`src/rtl/uart_pkg.sv`:
```
`default_nettype none
// ============================================================================
// Module      : uart_pkg
// Description : Shared definitions for the UART transmitter: FSM state
//               encoding, parity mode constants, default baud divider and a
//               parity helper.
// Revision    : 1.0 - initial release
// ============================================================================
package uart_pkg;

    typedef enum logic [2:0] {
        ST_IDLE  = 3'd0,
        ST_START = 3'd1,
        ST_DATA  = 3'd2,
        ST_PAR   = 3'd3,
        ST_STOP  = 3'd4
    } state_t;

    localparam int PAR_NONE = 0;
    localparam int PAR_ODD  = 1;
    localparam int PAR_EVEN = 2;

    // 50 MHz system clock divided down to 38.4 kbaud
    localparam int DEFAULT_CLK_DIV = 1302;

    // Callers zero-extend narrower words; the extra zeros do not change the XOR
    function automatic logic parity_bit(input logic [7:0] data, input int mode);
        return (mode == PAR_ODD) ? ~^data : ^data;
    endfunction

endpackage
`default_nettype wire

```
`src/rtl/uart_fifo.sv`:
```
`default_nettype none
// ============================================================================
// Module      : uart_fifo
// Description : Synchronous first-word-fall-through FIFO with full, empty and
//               occupancy outputs. Writes while full are dropped even when a
//               read happens in the same cycle.
// Revision    : 1.0 - initial release
// ============================================================================
module uart_fifo #(
    parameter int WIDTH = 8,
    parameter int DEPTH = 4
) (
    input  logic                     clk,
    input  logic                     rst,
    input  logic                     wr_en,
    input  logic [WIDTH-1:0]         wr_data,
    input  logic                     rd_en,
    output logic [WIDTH-1:0]         rd_data,
    output logic                     full,
    output logic                     empty,
    output logic [$clog2(DEPTH):0]   level
);

    localparam int PTR_W = $clog2(DEPTH);
    localparam int LVL_W = PTR_W + 1;

    logic [WIDTH-1:0] mem [DEPTH];
    logic [PTR_W-1:0] wr_ptr;
    logic [PTR_W-1:0] rd_ptr;
    logic             do_wr;
    logic             do_rd;

    assign do_wr   = wr_en && !full;
    assign do_rd   = rd_en && !empty;
    assign full    = (level == LVL_W'(DEPTH));
    assign empty   = (level == '0);
    assign rd_data = mem[rd_ptr];

    // Storage array; contents are don't-care until written, so no reset
    always_ff @(posedge clk) begin
        if (do_wr) begin
            mem[wr_ptr] <= wr_data;
        end
    end

    // Pointers wrap naturally because DEPTH is a power of two
    always_ff @(posedge clk or negedge rst) begin
        if (!rst) begin
            wr_ptr <= '0;
            rd_ptr <= '0;
            level  <= '0;
        end else begin
            if (do_wr) begin
                wr_ptr <= wr_ptr + PTR_W'(1);
            end
            if (do_rd) begin
                rd_ptr <= rd_ptr + PTR_W'(1);
            end
            case ({do_wr, do_rd})
                2'b10:   level <= level + LVL_W'(1);
                2'b01:   level <= level - LVL_W'(1);
                default: level <= level;
            endcase
        end
    end

endmodule
`default_nettype wire

```
`src/rtl/uart_tx_fifo.sv`:
```
`default_nettype none
// ============================================================================
// Module      : uart_tx_fifo
// Description : UART transmitter fed by a small TX FIFO. Configurable baud
//               divider, data width, parity and stop bits. txd_out and busy
//               are registered and therefore trail the FSM state by one cycle.
// Revision    : 1.0 - initial release
// ============================================================================
module uart_tx_fifo
    import uart_pkg::*;
#(
    parameter int CLK_DIV    = DEFAULT_CLK_DIV,
    parameter int DATA_BITS  = 8,
    parameter int PARITY     = PAR_NONE,
    parameter int STOP_BITS  = 1,
    parameter int FIFO_DEPTH = 4
) (
    input  logic                          clk,
    input  logic                          rst,
    input  logic                          load,
    input  logic [DATA_BITS-1:0]          data_in,
    output logic                          full,
    output logic [$clog2(FIFO_DEPTH):0]   level,
    output logic                          overflow,
    output logic                          txd_out,
    output logic                          busy
);

    localparam int               CNT_W     = $clog2(CLK_DIV);
    localparam logic [CNT_W-1:0] BAUD_LAST = CNT_W'(CLK_DIV - 1);
    localparam logic [2:0]       DATA_LAST = 3'(DATA_BITS - 1);
    localparam logic [2:0]       STOP_LAST = 3'(STOP_BITS - 1);

    // Reject illegal configurations at elaboration
    if (CLK_DIV < 2 || CLK_DIV > 65535) begin : g_bad_clk_div
        $error("uart_tx_fifo: CLK_DIV must be 2..65535");
    end
    if (DATA_BITS < 5 || DATA_BITS > 8) begin : g_bad_data_bits
        $error("uart_tx_fifo: DATA_BITS must be 5..8");
    end
    if (PARITY < PAR_NONE || PARITY > PAR_EVEN) begin : g_bad_parity
        $error("uart_tx_fifo: PARITY must be 0, 1 or 2");
    end
    if (STOP_BITS < 1 || STOP_BITS > 2) begin : g_bad_stop_bits
        $error("uart_tx_fifo: STOP_BITS must be 1 or 2");
    end
    if (FIFO_DEPTH < 2 || FIFO_DEPTH > 64 ||
        (FIFO_DEPTH & (FIFO_DEPTH - 1)) != 0) begin : g_bad_fifo_depth
        $error("uart_tx_fifo: FIFO_DEPTH must be a power of two, 2..64");
    end

    state_t                 state;
    state_t                 state_next;
    logic [CNT_W-1:0]       baud_cnt;
    logic [2:0]             bit_cnt;
    logic [DATA_BITS-1:0]   shift;
    logic                   par_bit;
    logic                   bit_done;
    logic                   pop;
    logic                   txd_next;
    logic                   fifo_empty;
    logic [DATA_BITS-1:0]   head;

    uart_fifo #(
        .WIDTH (DATA_BITS),
        .DEPTH (FIFO_DEPTH)
    ) u_fifo (
        .clk     (clk),
        .rst     (rst),
        .wr_en   (load),
        .wr_data (data_in),
        .rd_en   (pop),
        .rd_data (head),
        .full    (full),
        .empty   (fifo_empty),
        .level   (level)
    );

    assign bit_done = (baud_cnt == BAUD_LAST);

    // Sticky record of any write attempted against a full FIFO
    always_ff @(posedge clk or negedge rst) begin
        if (!rst) begin
            overflow <= 1'b0;
        end else if (load && full) begin
            overflow <= 1'b1;
        end
    end

    // FSM state register
    always_ff @(posedge clk or negedge rst) begin
        if (!rst) begin
            state <= ST_IDLE;
        end else begin
            state <= state_next;
        end
    end

    // Next state, FIFO pop and line level for the current bit
    always_comb begin
        state_next = state;
        pop        = 1'b0;
        txd_next   = 1'b1;
        case (state)
            ST_IDLE: begin
                if (!fifo_empty) begin
                    pop        = 1'b1;
                    state_next = ST_START;
                end
            end
            ST_START: begin
                txd_next = 1'b0;
                if (bit_done) begin
                    state_next = ST_DATA;
                end
            end
            ST_DATA: begin
                txd_next = shift[0];
                if (bit_done && bit_cnt == DATA_LAST) begin
                    state_next = (PARITY != PAR_NONE) ? ST_PAR : ST_STOP;
                end
            end
            ST_PAR: begin
                txd_next = par_bit;
                if (bit_done) begin
                    state_next = ST_STOP;
                end
            end
            ST_STOP: begin
                txd_next = 1'b1;
                if (bit_done && bit_cnt == STOP_LAST) begin
                    // Chain straight into the next frame when data is waiting
                    if (!fifo_empty) begin
                        pop        = 1'b1;
                        state_next = ST_START;
                    end else begin
                        state_next = ST_IDLE;
                    end
                end
            end
            default: begin
                state_next = ST_IDLE;
                txd_next   = 1'b1;
            end
        endcase
    end

    // Baud/bit counters, shift register, parity latch and registered outputs
    always_ff @(posedge clk or negedge rst) begin
        if (!rst) begin
            baud_cnt <= '0;
            bit_cnt  <= '0;
            shift    <= '0;
            par_bit  <= 1'b0;
            txd_out  <= 1'b1;
            busy     <= 1'b0;
        end else begin
            txd_out <= txd_next;
            busy    <= (state != ST_IDLE) || !fifo_empty;

            if (state_next != state || bit_done || state == ST_IDLE) begin
                baud_cnt <= '0;
            end else begin
                baud_cnt <= baud_cnt + CNT_W'(1);
            end

            if (state_next != state) begin
                bit_cnt <= '0;
            end else if (bit_done) begin
                bit_cnt <= bit_cnt + 3'd1;
            end

            if (pop) begin
                shift   <= head;
                par_bit <= parity_bit(8'(head), PARITY);
            end else if (state == ST_DATA && bit_done) begin
                shift <= shift >> 1;
            end
        end
    end

endmodule
`default_nettype wire

```
`config.mk`:
```
export PLATFORM = sky130hd
export DESIGN_NAME = uart_tx_fifo
export DESIGN_NICKNAME = d
export VERILOG_FILES = /design/src/rtl/uart_pkg.sv /design/src/rtl/uart_fifo.sv /design/src/rtl/uart_tx_fifo.sv
export SDC_FILE = /design/constraint.sdc
export NUM_CORES = 1
export LEC_CHECK = 0
export ABC_AREA = 1
export CORE_UTILIZATION = 62
export CTS_BUF_LIST = sky130_fd_sc_hd__clkbuf_8
export CTS_CLUSTER_SIZE = 10
export DETAILED_ROUTE_END_ITERATION = 8
export GPL_TIMING_DRIVEN = 0
export MAX_ROUTING_LAYER = met4
export PLACE_DENSITY = 0.85
export SYNTH_ARGS = -nofsm -noshare
export SYNTH_HDL_FRONTEND = slang
export SYNTH_HIERARCHICAL = 1
export SYNTH_SLANG_ARGS = --single-unit
export TNS_END_PERCENT = 30
```
`constraint.sdc`:
```
create_clock -name clk -period 3 [get_ports clk]
set_clock_uncertainty 0.05 [all_clocks]
set_input_delay 0.6 -clock clk [delete_from_list [all_inputs] [get_ports clk]]
set_output_delay 0.6 -clock clk [all_outputs]
set_load 0.03 [all_outputs]
```
# [Yosys cells after proc, flatten, opt, wreduce, memory -nomap -nowiden]
# Memory sizes are Yosys's and may differ from the RTL's.
# Cells that the tools add are included.
[totals] in_bits=11 memories=1 register_bits=36 latchBits=0 rom_bits=0 mem_bits_rw=32 output_inout_bits=7
[op_classes] reduce_logical=19 n_addsub=6 n_mul=0 eq_ne=10 div_mod_pow=0 shift=0 n_lt_le_gt_ge=0 bitwise=0 mux=19
[memory_table] name="u_fifo.mem" words=4 width=8 read_ports=1 rd_clocked_by_memory_dff=0 write_ports=1 line_no="uart_fifo.sv:27" source="logic [WIDTH-1:0] mem [DEPTH];"
[ops] cell="2-to-1 mux 3 bit" n=7
[ops] cell="2-to-1 mux 8 bit" n=2
[ops] cell="case mux 3 bit (5 select lines)" n=1
[ops] cell="adder 11 x 1 -> 11 bit, second input constant" n=1
[ops] cell="== test 11 bit, second input constant" n=1
[ops] cell="2-to-1 mux 11 bit" n=1
[ops] cell="== test 3 bit, second input constant" n=3
[ops] cell="zero test 3 bit" n=3
[ops] cell="XOR reduction 8 bit" n=1
[ops] cell="adder 3 x 1 -> 3 bit, second input constant" n=2
[ops] cell="== test 3 x 2 -> 1 bit, second input constant" n=2
[ops] cell="logical AND 1 bit" n=6
[ops] cell="case mux 3 bit (2 select lines)" n=1
[ops] cell="nonzero test 2 bit" n=3
[ops] cell="2-to-1 mux 1 bit" n=5
[ops] cell="adder 2 x 1 -> 2 bit, second input constant" n=2
[ops] cell="== test 3 x 1 -> 1 bit, second input constant" n=1
[ops] cell="logical OR 1 bit" n=3
[ops] cell="inequality test 3 bit" n=1
[ops] cell="case mux 1 bit (3 select lines)" n=1
[ops] cell="nonzero test 3 bit" n=1
[ops] cell="subtractor 3 x 1 -> 3 bit, second input constant" n=1
[ops] cell="== test 2 x 1 -> 1 bit, second input constant" n=1
[ops] cell="== test 2 bit, second input constant" n=1
[ops] cell="other kinds (2)" n=3

# [Logic depth before layout (Yosys ltp)]
[logic_depth] word_depth=8 ltp_mapped=18 depth_no_buf=18

# [Modules after synthesis]
# Netlist, hierarchy kept.
[by_module_without_submodules] module="uart_tx_fifo" n_inst=1 cells_each=209 area_per_inst_um2=1780.5
[by_module_without_submodules] module="uart_fifo" n_inst=1 cells_each=154 area_per_inst_um2=1751.7

# [Least setup slack after synthesis]
# Ideal clock, no wire load.
[synth_timing] path_type="flip-flop to flip-flop" startpoint="reg baud_cnt[1]" endpoint="reg u_fifo.level[2]" slack_ns=0.601 required_time_ns=2.832 arrival_time_ns=2.231 path_stages_with_launch=18 setup_time_ns=0.118 period_less_slack_ns=2.399 n_path_buf=0 cell_sequence="dfrtp_1 > inv_1 > ha_1 > nand2_2 > nor2_4 > nand3_4 > o21ai_2 > nand2_2 > inv_1 > nand2_1 > inv_1 > ha_1 > inv_1 > fa_1 > nand2_1 > nand3_1 > nand2_1 > nand2_1"
[synth_via] elab_chain_cells=7
[synth_lines] item="start: declaration" line_no="uart_tx_fifo.sv:54" source="logic [CNT_W-1:0] baud_cnt;"
[synth_lines] item="start signal: assignment" line_no="uart_tx_fifo.sv:164" source="baud_cnt <= baud_cnt + CNT_W'(1);"
[synth_lines] item="== test 11 bit *" line_no="uart_tx_fifo.sv:79" source="assign bit_done = (baud_cnt == BAUD_LAST);"
[synth_lines] item="logical AND 1 bit *" line_no="uart_tx_fifo.sv:131" source="if (bit_done && bit_cnt == STOP_LAST) begin"
[synth_lines] item="2-to-1 mux 1 bit *" line_no="uart_tx_fifo.sv:131"
[synth_lines] item="case mux 1 bit (2 select lines) *" line_no="uart_tx_fifo.sv:104" source="case (state)"
[synth_lines] item="net pop" line_no="uart_tx_fifo.sv:59" source="logic pop;"
[synth_lines] item="logical AND 1 bit *" line_no="uart_fifo.sv:34" source="assign do_rd = rd_en && !empty;"
[synth_lines] item="net u_fifo.do_rd" line_no="uart_fifo.sv:31" source="logic do_rd;"
[synth_lines] item="== test 2 x 1 -> 1 bit / == test 2 bit (equally long branches)" line_no="uart_fifo.sv:59" source="case ({do_wr, do_rd})"
[synth_lines] item="case mux 3 bit (2 select lines) / nonzero test 2 bit (equally long branches)"
[synth_lines] item="end signal: assignment" line_no="uart_fifo.sv:60" source="2'b10: level <= level + LVL_W'(1);"
[synth_lines] item="end signal: assignment" line_no="uart_fifo.sv:61" source="2'b01: level <= level - LVL_W'(1);"
[synth_lines] item="end signal: assignment" line_no="uart_fifo.sv:62" source="default: level <= level;"
[synth_lines] item="end: declaration" line_no="uart_fifo.sv:21" source="output logic [$clog2(DEPTH):0] level"
# The timed path passes the listed nets; every way through them passes the cells marked *.
# A chain may end at the register's enable or synchronous reset.

# [Worst setup path after layout]
[layout_timing] startpoint="reg baud_cnt[0]" endpoint="reg u_fifo.level[2]"
# The elaborated chain is that of the path after synthesis.

==> impl_metrics.env <==
export IMPL_finalNetCount=413
export IMPL_min_period_ns=2.71
export IMPL_wirelength_mm=6.17
export IMPL_cp_required_ns=3.19
export IMPL_arrival_ns=2.90
export IMPL_end_kind="register"
export IMPL_core_rowCount=27
export IMPL_num_antenna_cells=0
export IMPL_fp_dieArea_um2=6000
export IMPL_cts_setup_buffers=0
export IMPL_antenna_found_initial=0
export IMPL_synth_top_cell_area_share=0.272
export IMPL_areaGrowthSynthToFinish_pct=13.3
export IMPL_rsz0062_at_grt="false"
export IMPL_hp_class="in2async"
export IMPL_seq_area_frac_synth=0.527
export IMPL_drv_cap=0
export IMPL_reg2regPathDepth=16
export IMPL_timing_hold_violations_final=0
export IMPL_insertion_delay_ns=0.34
export IMPL_synth_nets=385
export IMPL_die_w_um=77.5
export IMPL_routedWlPerCell_um=13.2
export IMPL_placed_area_um2=3790
export IMPL_yosysMostFrequentCell="nand2_1"
export IMPL_grt_max_degree=37
export IMPL_wl_met1_mm=2.73
export IMPL_wl_met2_mm=3.16
export IMPL_cts_resized=0
export IMPL_clkSinkCount=68
export IMPL_tns_ns=0
export IMPL_ctsLongestPathBuffers=2
export IMPL_clk_pin_slew_ns=0.07
export IMPL_vias_per_cell=5.22
export IMPL_setup_worst_path_class="reg2reg"
export IMPL_critical_path_max_fanout=8
export IMPL_vias=2444
export IMPL_cts_buffers=9
export IMPL_critical_path_depth=16
export IMPL_seq_power_share=0.376
export IMPL_peakVddDrop_uv=661
export IMPL_setup_viol_count_final=0
export IMPL_crit_family="simple AND/OR/NAND/NOR gates"
export IMPL_dp_cells=452
export IMPL_layout_cells_non_filler=468
export IMPL_intPower_w=0.00228
export IMPL_synthesis_area_um2=3530
export IMPL_synthTopCellsByCount="nand2_1, inv_1, dfrtp_1, edfxtp_1, nand3_1"
export IMPL_globalplace_congestion=0.876
export IMPL_async_flop_share=0.529
export IMPL_status="finished clean"
export IMPL_wl_met3_um=202
export IMPL_ctsHtreeMaxLevel=3
export IMPL_avgSynthCellArea_um2=9.73
export IMPL_syn_inst=363
export IMPL_ant_nets=0
export IMPL_start_util=0.641
export IMPL_synth_seq_cells=68
export IMPL_slew_viol_final=0
export IMPL_core_area_um2=5510
export IMPL_dp_hpwl_mm=4.28
export IMPL_final_area_um2=4000
export IMPL_period_share=0.904
export IMPL_tightest_slew_ns=0.792
export IMPL_dominantRegCellSynth="dfrtp_1"
export IMPL_synth_edff_count=32
export IMPL_critPathLaunchType="register"
export IMPL_grt_overflow_total=0
export IMPL_grt_pass1_wl_mm=10.7
export IMPL_drive_gt1_frac=0.169
export IMPL_cts_tree="yes"
export IMPL_drt_initial_drc_count=167
export IMPL_cts_root_buf="clkbuf_8"
export IMPL_die_y_um=77.5
export IMPL_net_switching_power_w=0.00137
export IMPL_design_portCount=18
export IMPL_crit_top_cell="nand2_1"
export IMPL_synth_largest_area_cell="edfxtp_1"
export IMPL_synth_area_leaders="edfxtp_1, dfrtp_1, nand2_1"
export IMPL_p_leak_nw=1.81
export IMPL_grt_pass1_vias=2444
export IMPL_synth_warnings=6
export IMPL_drc=0
export IMPL_swShare=0.375
export IMPL_dr_pass1_iters=4
export IMPL_holdBufCountCts=0
export IMPL_combPwrFrac=0.402
export IMPL_cpPeakStageDelay_ns=0.46
export IMPL_crit_slowest_cell="dfrtp_1"
export IMPL_highest_layer="met4"
export IMPL_clockPowerShare=0.222
export IMPL_grt_usage=0.241
export IMPL_yosys_cell_types_count=37
export IMPL_fmax_mhz=369
export IMPL_power_density_nw_per_um2=911
export IMPL_maxSlewHeadroom=0.472
export IMPL_critical_path_buf_inv_count=3
export IMPL_path_cells="ha_1, nand2_2, nor2_4, nand3_4, o21ai_2, nand2_2, inv_1, nand2_1, inv_1, ha_1, inv_1, fa_1, nand2_1, nand3_1, nand2_1, nand2_1"
export IMPL_portBuffers=17
registers in the layout (all words and copies together) (netlist names):
register	flops
u_fifo/level	3
u_fifo/rd_ptr	2
u_fifo/wr_ptr	2
overflow	1
busy	1
txd_out	1
par_bit	1
bit_cnt	3
state	3
shift	8
u_fifo/mem	32
baud_cnt	11
cells in the final DEF (no fill, tap or decap), types with 4 or more instances in the layout:
master | netlist | layout
ha_1 | 10 | 10
nor2_2 | 10 | 10
a21oi_1 | 4 | 4
xnor2_1 | 7 | 7
clkbuf_8 | 1 | 10
nor2_1 | 20 | 20
nand2_1 | 76 | 76
xor2_1 | 9 | 9
buf_6 | 4 | 4
o211ai_1 | 17 | 17
nand2_2 | 10 | 10
nand4_1 | 6 | 6
nand3_1 | 22 | 22
dfrtp_1 | 35 | 35
inv_2 | 8 | 8
o21ai_0 | 6 | 6
inv_1 | 57 | 57
clkdlybuf4s50_1 | 0 | 16
edfxtp_1 | 32 | 32
per-layer routing:
metal,vias to the layer above,GRT usage
li1,1225,-
met1,1159,0.279
met2,51,0.403
met3,9,0.0541
met4,0,0.104
met5,-,-
power by group through the flow:
stage	clock (W)	sequential (W)	combinational, W
after detailed placement	0	0.00139	0.00147
after CTS	0.000825	0.00137	0.00148
final	0.000809	0.00137	0.00147
after global placement	0	0.00138	0.00142
after global routing	0.000864	0.00140	0.00163
after floorplan	0	0.00142	0.00108
layout make-up:
cell class	count	area (um2)
Sequential cell	68	1860
Fill cell	408	1500
Multi-Input combinational cell	221	1330
Inverter	66	250
Timing Repair Buffer	17	165
Clock buffer	9	124
Clock inverter	7	91.3
Buffer	8	91.3
Tap cell	72	90.1
cells by family after synthesis:
kind of cell | count (synthesis) | synth area share
fa+ha+maj | 11 | 0.0411
buf+inv | 74 | 0.0967
simple gates | 160 | 0.231
flops | 68 | 0.527
compound gates | 34 | 0.0638
xor+xnor | 16 | 0.0397
metrics by stage:
step | setup WS, ns | power (W) | hold WS (ns) | util
2_1_floorplan | 0.601 | 0.00250 | 0.254 | -
3_3_place_gp | 0.382 | 0.00280 | 0.386 | 0.689
3_5_place_dp | 0.294 | 0.00285 | 0.394 | 0.688
4_1_cts | 0.308 | 0.00367 | 0.318 | 0.727
5_1_grt | 0.0783 | 0.00389 | 0.355 | 0.727
6_report | 0.289 | 0.00365 | 0.287 | 0.727
path summary, 6_finish.rpt:
path	from	to	slack, ns
min reg2reg	overflow	overflow	0.41
min in group clk	overflow	overflow	0.41
max in group asynchronous	rst	busy	2.10
min	rst	baud_cnt[9]	0.29
max	baud_cnt[0]	u_fifo/level[2]	0.29
max reg2reg	baud_cnt[0]	u_fifo/level[2]	0.29
Power figures use the tool's default switching activity.
